## src/rtl/hash_digest_reader_if.sv

```systemverilog
// ---------------------------------------------------------------------------
// hash_digest_reader_if
// Byte stream carrying the digest from the reader to a downstream consumer.
//   out_data   [7:0]  digest byte                         (master -> slave)
//   out_valid         out_data holds a valid byte         (master -> slave)
//   out_last          current byte is final digest byte   (master -> slave)
//   out_ready         consumer accepts the byte           (slave  -> master)
// A byte moves on a rising edge where out_valid and out_ready are both high.
// ---------------------------------------------------------------------------
interface hash_digest_reader_if;
    logic [7:0] out_data;
    logic       out_valid;
    logic       out_last;
    logic       out_ready;

    modport master (
        output out_data,
        output out_valid,
        output out_last,
        input  out_ready
    );

    modport slave (
        input  out_data,
        input  out_valid,
        input  out_last,
        output out_ready
    );
endinterface

```

## src/rtl/hash_digest_reader.sv

```systemverilog
// ---------------------------------------------------------------------------
// hash_digest_reader
// Copies the final sponge lanes into a local buffer once the hash core
// signals completion, then streams the digest out one byte at a time,
// little-endian (byte k = buffer bits 8k+7:8k).
//   ex_clk     single clock, rising edge
//   ovr_rst_n  asynchronous active-low reset
//   dig_start  one-cycle pulse: sponge state is final and readable
//   lane_in    sponge lane addressed by lane_idx (combinational read)
//   lane_idx   lane address towards the sponge state
//   dout       byte stream (out_data/out_valid/out_last/out_ready)
//   busy       high while fetching or sending
//   dig_cnt    digests delivered in the current group of three (0..2)
//   seq_done   one-cycle pulse after the third digest of a group completes
//   ovf_err    sticky: dig_start seen while busy
// ---------------------------------------------------------------------------
module hash_digest_reader #(
    parameter int DIG_LANES = 4
) (
    input  logic                 ex_clk,
    input  logic                 ovr_rst_n,
    input  logic                 dig_start,
    input  logic [63:0]          lane_in,
    output logic [1:0]           lane_idx,
    hash_digest_reader_if.master dout,
    output logic                 busy,
    output logic [1:0]           dig_cnt,
    output logic                 seq_done,
    output logic                 ovf_err
);

    localparam int         NBYTES    = 8 * DIG_LANES;
    localparam logic [4:0] LAST_BYTE = 5'(NBYTES - 1);
    localparam logic [1:0] LAST_LANE = 2'(DIG_LANES - 1);

    typedef enum logic [1:0] {
        ST_IDLE,
        ST_FETCH,
        ST_SEND
    } state_t;

    state_t                   state_reg;
    logic [1:0]               lane_idx_reg;
    logic [4:0]               byte_idx_reg;
    logic [64*DIG_LANES-1:0]  buffer_reg;
    logic [7:0]               out_data_reg;
    logic                     out_valid_reg;
    logic                     out_last_reg;
    logic                     busy_reg;
    logic [1:0]               dig_cnt_reg;
    logic                     seq_done_reg;
    logic                     ovf_err_reg;
    logic [4:0]               byte_next;

    assign byte_next = byte_idx_reg + 5'd1;

    always_ff @(posedge ex_clk or negedge ovr_rst_n) begin
        if (!ovr_rst_n) begin
            state_reg     <= ST_IDLE;
            lane_idx_reg  <= 2'd0;
            byte_idx_reg  <= 5'd0;
            buffer_reg    <= '0;
            out_data_reg  <= 8'd0;
            out_valid_reg <= 1'b0;
            out_last_reg  <= 1'b0;
            busy_reg      <= 1'b0;
            dig_cnt_reg   <= 2'd0;
            seq_done_reg  <= 1'b0;
            ovf_err_reg   <= 1'b0;
        end else begin
            seq_done_reg <= 1'b0;

            // Any start outside IDLE is dropped; this includes a start that
            // coincides with the final byte transfer, since we are still in SEND.
            if (dig_start && state_reg != ST_IDLE) begin
                ovf_err_reg <= 1'b1;
            end

            case (state_reg)
                ST_IDLE: begin
                    lane_idx_reg <= 2'd0;
                    if (dig_start) begin
                        state_reg <= ST_FETCH;
                        busy_reg  <= 1'b1;
                    end
                end

                ST_FETCH: begin
                    buffer_reg[64*lane_idx_reg +: 64] <= lane_in;
                    if (lane_idx_reg == LAST_LANE) begin
                        state_reg    <= ST_SEND;
                        lane_idx_reg <= 2'd0;
                        byte_idx_reg <= 5'd0;
                    end else begin
                        lane_idx_reg <= lane_idx_reg + 2'd1;
                    end
                end

                ST_SEND: begin
                    if (!out_valid_reg) begin
                        // First SEND cycle loads the output register from the
                        // buffer, which by now holds every lane including the
                        // one written on the FETCH->SEND edge.
                        out_data_reg  <= buffer_reg[8*byte_idx_reg +: 8];
                        out_last_reg  <= (byte_idx_reg == LAST_BYTE);
                        out_valid_reg <= 1'b1;
                    end else if (dout.out_ready) begin
                        if (out_last_reg) begin
                            state_reg     <= ST_IDLE;
                            out_valid_reg <= 1'b0;
                            out_last_reg  <= 1'b0;
                            busy_reg      <= 1'b0;
                            byte_idx_reg  <= 5'd0;
                            if (dig_cnt_reg == 2'd2) begin
                                dig_cnt_reg  <= 2'd0;
                                seq_done_reg <= 1'b1;
                            end else begin
                                dig_cnt_reg <= dig_cnt_reg + 2'd1;
                            end
                        end else begin
                            byte_idx_reg <= byte_next;
                            out_data_reg <= buffer_reg[8*byte_next +: 8];
                            out_last_reg <= (byte_next == LAST_BYTE);
                        end
                    end
                end

                default: begin
                    state_reg <= ST_IDLE;
                end
            endcase
        end
    end

    assign lane_idx       = lane_idx_reg;
    assign dout.out_data  = out_data_reg;
    assign dout.out_valid = out_valid_reg;
    assign dout.out_last  = out_last_reg;
    assign busy           = busy_reg;
    assign dig_cnt        = dig_cnt_reg;
    assign seq_done       = seq_done_reg;
    assign ovf_err        = ovf_err_reg;

endmodule

```

## src/flat_wrapper.sv

```systemverilog
// flat-port wrapper written by rule: the top's interface ports become plain ports
module hash_digest_reader_flat 
#(
    parameter int DIG_LANES = 4
)
  (ex_clk, ovr_rst_n, dig_start, lane_in, lane_idx, busy, dig_cnt, seq_done, ovf_err, dout_out_data, dout_out_valid, dout_out_last, dout_out_ready);
  hash_digest_reader_if dout_i ();
  input  logic ex_clk;
  input  logic ovr_rst_n;
  input  logic dig_start;
  input  logic [63:0] lane_in;
  output logic [1:0] lane_idx;
  output logic busy;
  output logic [1:0] dig_cnt;
  output logic seq_done;
  output logic ovf_err;
  output wire logic [$bits(dout_i.out_data)-1:0] dout_out_data;
  output wire logic [$bits(dout_i.out_valid)-1:0] dout_out_valid;
  output wire logic [$bits(dout_i.out_last)-1:0] dout_out_last;
  input wire logic [$bits(dout_i.out_ready)-1:0] dout_out_ready;
  assign dout_out_data = dout_i.out_data;
  assign dout_out_valid = dout_i.out_valid;
  assign dout_out_last = dout_i.out_last;
  assign dout_i.out_ready = dout_out_ready;
  hash_digest_reader #(.DIG_LANES(DIG_LANES)) u_core (.ex_clk(ex_clk), .ovr_rst_n(ovr_rst_n), .dig_start(dig_start), .lane_in(lane_in), .lane_idx(lane_idx), .dout(dout_i), .busy(busy), .dig_cnt(dig_cnt), .seq_done(seq_done), .ovf_err(ovf_err));
endmodule
```

## config.mk

```make
export PLATFORM = sky130hd
export DESIGN_NAME = hash_digest_reader_flat
export DESIGN_NICKNAME = d
export VERILOG_FILES = /design/src/rtl/hash_digest_reader_if.sv /design/src/rtl/hash_digest_reader.sv /design/src/flat_wrapper.sv
export SDC_FILE = /design/constraint.sdc
export NUM_CORES = 1
export LEC_CHECK = 0
export ABC_AREA = 1
export CORE_MARGIN = 2
export CORE_UTILIZATION = 55
export DETAILED_ROUTE_END_ITERATION = 8
export PLACE_DENSITY = 0.79
export SETUP_SLACK_MARGIN = 0.3
export SLEW_MARGIN = 20
export SYNTH_ARGS = -nofsm -noshare
export SYNTH_HDL_FRONTEND = slang
export SYNTH_SLANG_ARGS = --single-unit
export TNS_END_PERCENT = 50
```

## constraint.sdc

```tcl
create_clock -name ex_clk -period 3.6 [get_ports ex_clk]
set_clock_uncertainty 0.1 [all_clocks]
set_input_delay 0.54 -clock ex_clk [delete_from_list [all_inputs] [get_ports ex_clk]]
set_output_delay 0.54 -clock ex_clk [all_outputs]
set_load 0.01 [all_outputs]
```

==> impl_metrics.tcl <==
set metrics [dict create \
    root_buffer "clkbuf_16" \
    avgSynthCellArea_um2 7.81 \
    final_cells 2169 \
    cts_buffers 30 \
    via_count 13400 \
    synthArstFlopShare_pct 100 \
    cp.required_ns 3.95 \
    syn_inst 1803 \
    place_area_um2 15200 \
    stdcell_area_um2 16300 \
    synth.most_common_cell "nand3_1" \
    critPathLaunchType "flop" \
    synth_nets 1880 \
    viasPerCell 6.19 \
    cp_num_buf_inv 2 \
    grt_use_total_pct 35.3 \
    setup_ws_ns 0.896 \
    fmaxAchievable_mhz 370 \
    clk_latency_ns 0.56 \
    rsz0062_at_grt "false" \
    yosys-mux-area-fraction_pct 0 \
    io_buffers 84 \
    sw_frac_of_total_pct 45.2 \
    antenna_cells 0 \
    power.net_switching_mw 7.45 \
    path_clk_slew_ns 0.06 \
    p_int_mw 9.02 \
    slowest_delay_ns 0.86 \
    period_share_pct 75.1 \
    outcome "finished clean" \
    hold_path_class "flop to flop" \
    ys_ff_latch 280 \
    hold_viol 0 \
    ys.flop_type "dfrtp_1" \
    timing.hold.ws_ns 0.376 \
    rows 58 \
    yosysTopAreaCell "dfrtp_1" \
    die_h_um 164 \
    relSlewSlack_pct 28.3 \
    drt_iter0_drc 1870 \
    rr_worst_depth 6 \
    vdd_drop_max_mv 0.769 \
    p_total_mw 16.5 \
    r2r_start "u_core.lane_idx[1]$_DFFE_PN0P_" \
    ctsHtreeMaxLevel 1 \
    gp_congestion 1.02 \
    cts_tree "built" \
    synthAdderAreaFrac_pct 0.800 \
    clock_sinks 280 \
    ys_seq_area_share_pct 49.8 \
    synth_simple_gate_area_share_pct 26.4 \
    r2r_end "u_core.buffer_reg[111]$_DFFE_PN0P_" \
    clock_path_buffers 3 \
    drt_pre_antenna_iters 6 \
    p_seq_share_pct 30.9 \
    fin_util_pct 64.7 \
    overflow 0 \
    path_cells "inv_1 > ha_1 > nor2_4 > buf_4 > nand2_1 > o22ai_1" \
    grt_max_degree 111 \
    grt_pass1_vias 12700 \
    pre_cts_slack_ns 0.989 \
    synth-edff-count 0 \
    endpoint "u_core.buffer_reg[111]$_DFFE_PN0P_" \
    dp.final_hpwl_mm 29.6 \
    die_area_um2 26900 \
    tns_ns 0 \
    synth_compound_area_share_pct 10.8 \
    cp-startpoint "u_core.lane_idx[1]$_DFFE_PN0P_" \
    synth_area_um2 14100 \
    nets 1892 \
    area_delta_synth_final_pct 15.8 \
    grt_first_pass_wirelength_mm 72.8 \
    regToRegSetupSlack_ns 0.90 \
    ys_types 24 \
    wl_mm 47.0 \
    synth-xor-area-share_pct 0.124 \
    critPathMaxFanout 34 \
    io_pins 85 \
    power_frac_clock_pct 20.9 \
    grt_antenna_before_repair 0 \
    drc 0 \
    setup_violations 0 \
    cpLargestDelayFamily "simple AND/OR/NAND/NOR gates" \
    power.density_nw_per_um2 1010 \
    wl_per_cell_um 21.7 \
    ant_nets 0 \
    synth_top_area_share_pct 49.8 \
    ys_warn_count 0 \
    slowest_stage "nor2_4" \
    placed_cells 2112 \
    start_util_pct 55.9 \
    crit_arrival_ns 3.05 \
    fin_crit_ns 2.70 \
    tightest_slew_ns 1.07 \
    ys_top_cells_by_area "dfrtp_1, nand3_1, nand2_1" \
    p_comb_share_pct 48.3 \
    setup.worst_path.class "flop to flop" \
    cp.depth 6 \
    ys_top_cells_by_count "nand3_1, nand2_1, inv_1" \
    design.core.area_um2 25200 \
    leakagePower_nw 7.64 \
    largest_register_ffs 256 \
    synth_top_family_by_area "simple AND/OR/NAND/NOR gates" \
    fp.dieW_um 164 \
    maxCapViolations 0 \
    post_cts_buffers 0 \
    min_delay_path_depth 1 \
    drive_gt1_share_pct 5.66 \
    end_kind "flop" \
    slew_viol_final 0 \
]
==> power by group through the flow <==
| stage | clock network (mW) | registers (mW) | logic (mW) |
|---|---|---|---|
| after CTS | 3.43 | 5.06 | 7.72 |
| after global routing | 3.57 | 5.19 | 8.62 |
| after floorplan | 0 | 4.98 | 5.09 |
| after global placement | 0 | 5.06 | 7.57 |
| after detailed placement | 0 | 5.11 | 7.65 |
| final | 3.44 | 5.09 | 7.95 |
==> logic make-up (layout without fill, tap and decap cells) <==
group,after synthesis,count (layout)
DFF,280,280
xor gates and xnor gates,2,2
adders and majority gates,9,9
and+or+nand+nor,799,799
AOI/OAI and AO/OA,276,276
buffers and inverters,437,473
==> worst min-delay path by stage <==
stage                                     startpoint                                to  slack, ns
final                     u_core.ovf_err$_DFFE_PN0P_        u_core.ovf_err$_DFFE_PN0P_       0.38
after global routing      u_core.ovf_err$_DFFE_PN0P_        u_core.ovf_err$_DFFE_PN0P_       0.40
after global placement    u_core.ovf_err$_DFFE_PN0P_        u_core.ovf_err$_DFFE_PN0P_       0.36
after CTS                    u_core.busy$_DFFE_PN0P_           u_core.busy$_DFFE_PN0P_       0.38
after floorplan                            ovr_rst_n  u_core.buffer_reg[0]$_DFFE_PN0P_       0.14
after detailed placement  u_core.ovf_err$_DFFE_PN0P_        u_core.ovf_err$_DFFE_PN0P_       0.36
==> layout by cell type, fill, tap and decap left out, types with 2 or more instances in the layout <==
master	Yosys	routed
nand3_1	340	339
nand2_1	325	322
inv_1	296	294
dfrtp_1	280	280
o21ai_0	163	162
nand4_1	111	111
o22ai_1	107	107
clkdlybuf4s50_1	0	83
clkbuf_16	0	31
buf_4	7	25
nor2_1	16	10
ha_1	9	9
buf_12	0	8
clkinv_2	0	7
nor2_4	0	6
clkbuf_8	0	6
bufinv_16	0	6
nand2_2	3	5
clkbuf_1	90	5
a21oi_1	3	3
clkinvlp_4	0	3
nor3_1	2	2
xor2_1	2	2
inv_2	2	2
==> layout make-up <==
class | instances | area, µm²
repair buffers | 118 | 1200
inverters | 299 | 1120
clock buffers | 42 | 877
clock inverters | 14 | 228
flip-flops and latches | 280 | 7010
fillers | 2127 | 8880
well taps | 330 | 413
multi-input cells | 1086 | 5450
==> metal layers <==
layer | track usage [%] | routed length [µm]
met1 | 48.6 | 18700
met2 | 52.0 | 20400
met3 | 9.02 | 5110
met4 | 17.9 | 2770
met5 | 0 | 0
==> what timing repair did <==
| action | CTS | global route |
|---|---|---|
| hold buffers | 1 | 0 |
| hold endpoints to repair | 93 | 0 |
| resized for setup | 0 | 0 |
| endpoints found under the setup margin | 0 | 0 |
Power figures use the tool's default switching activity.
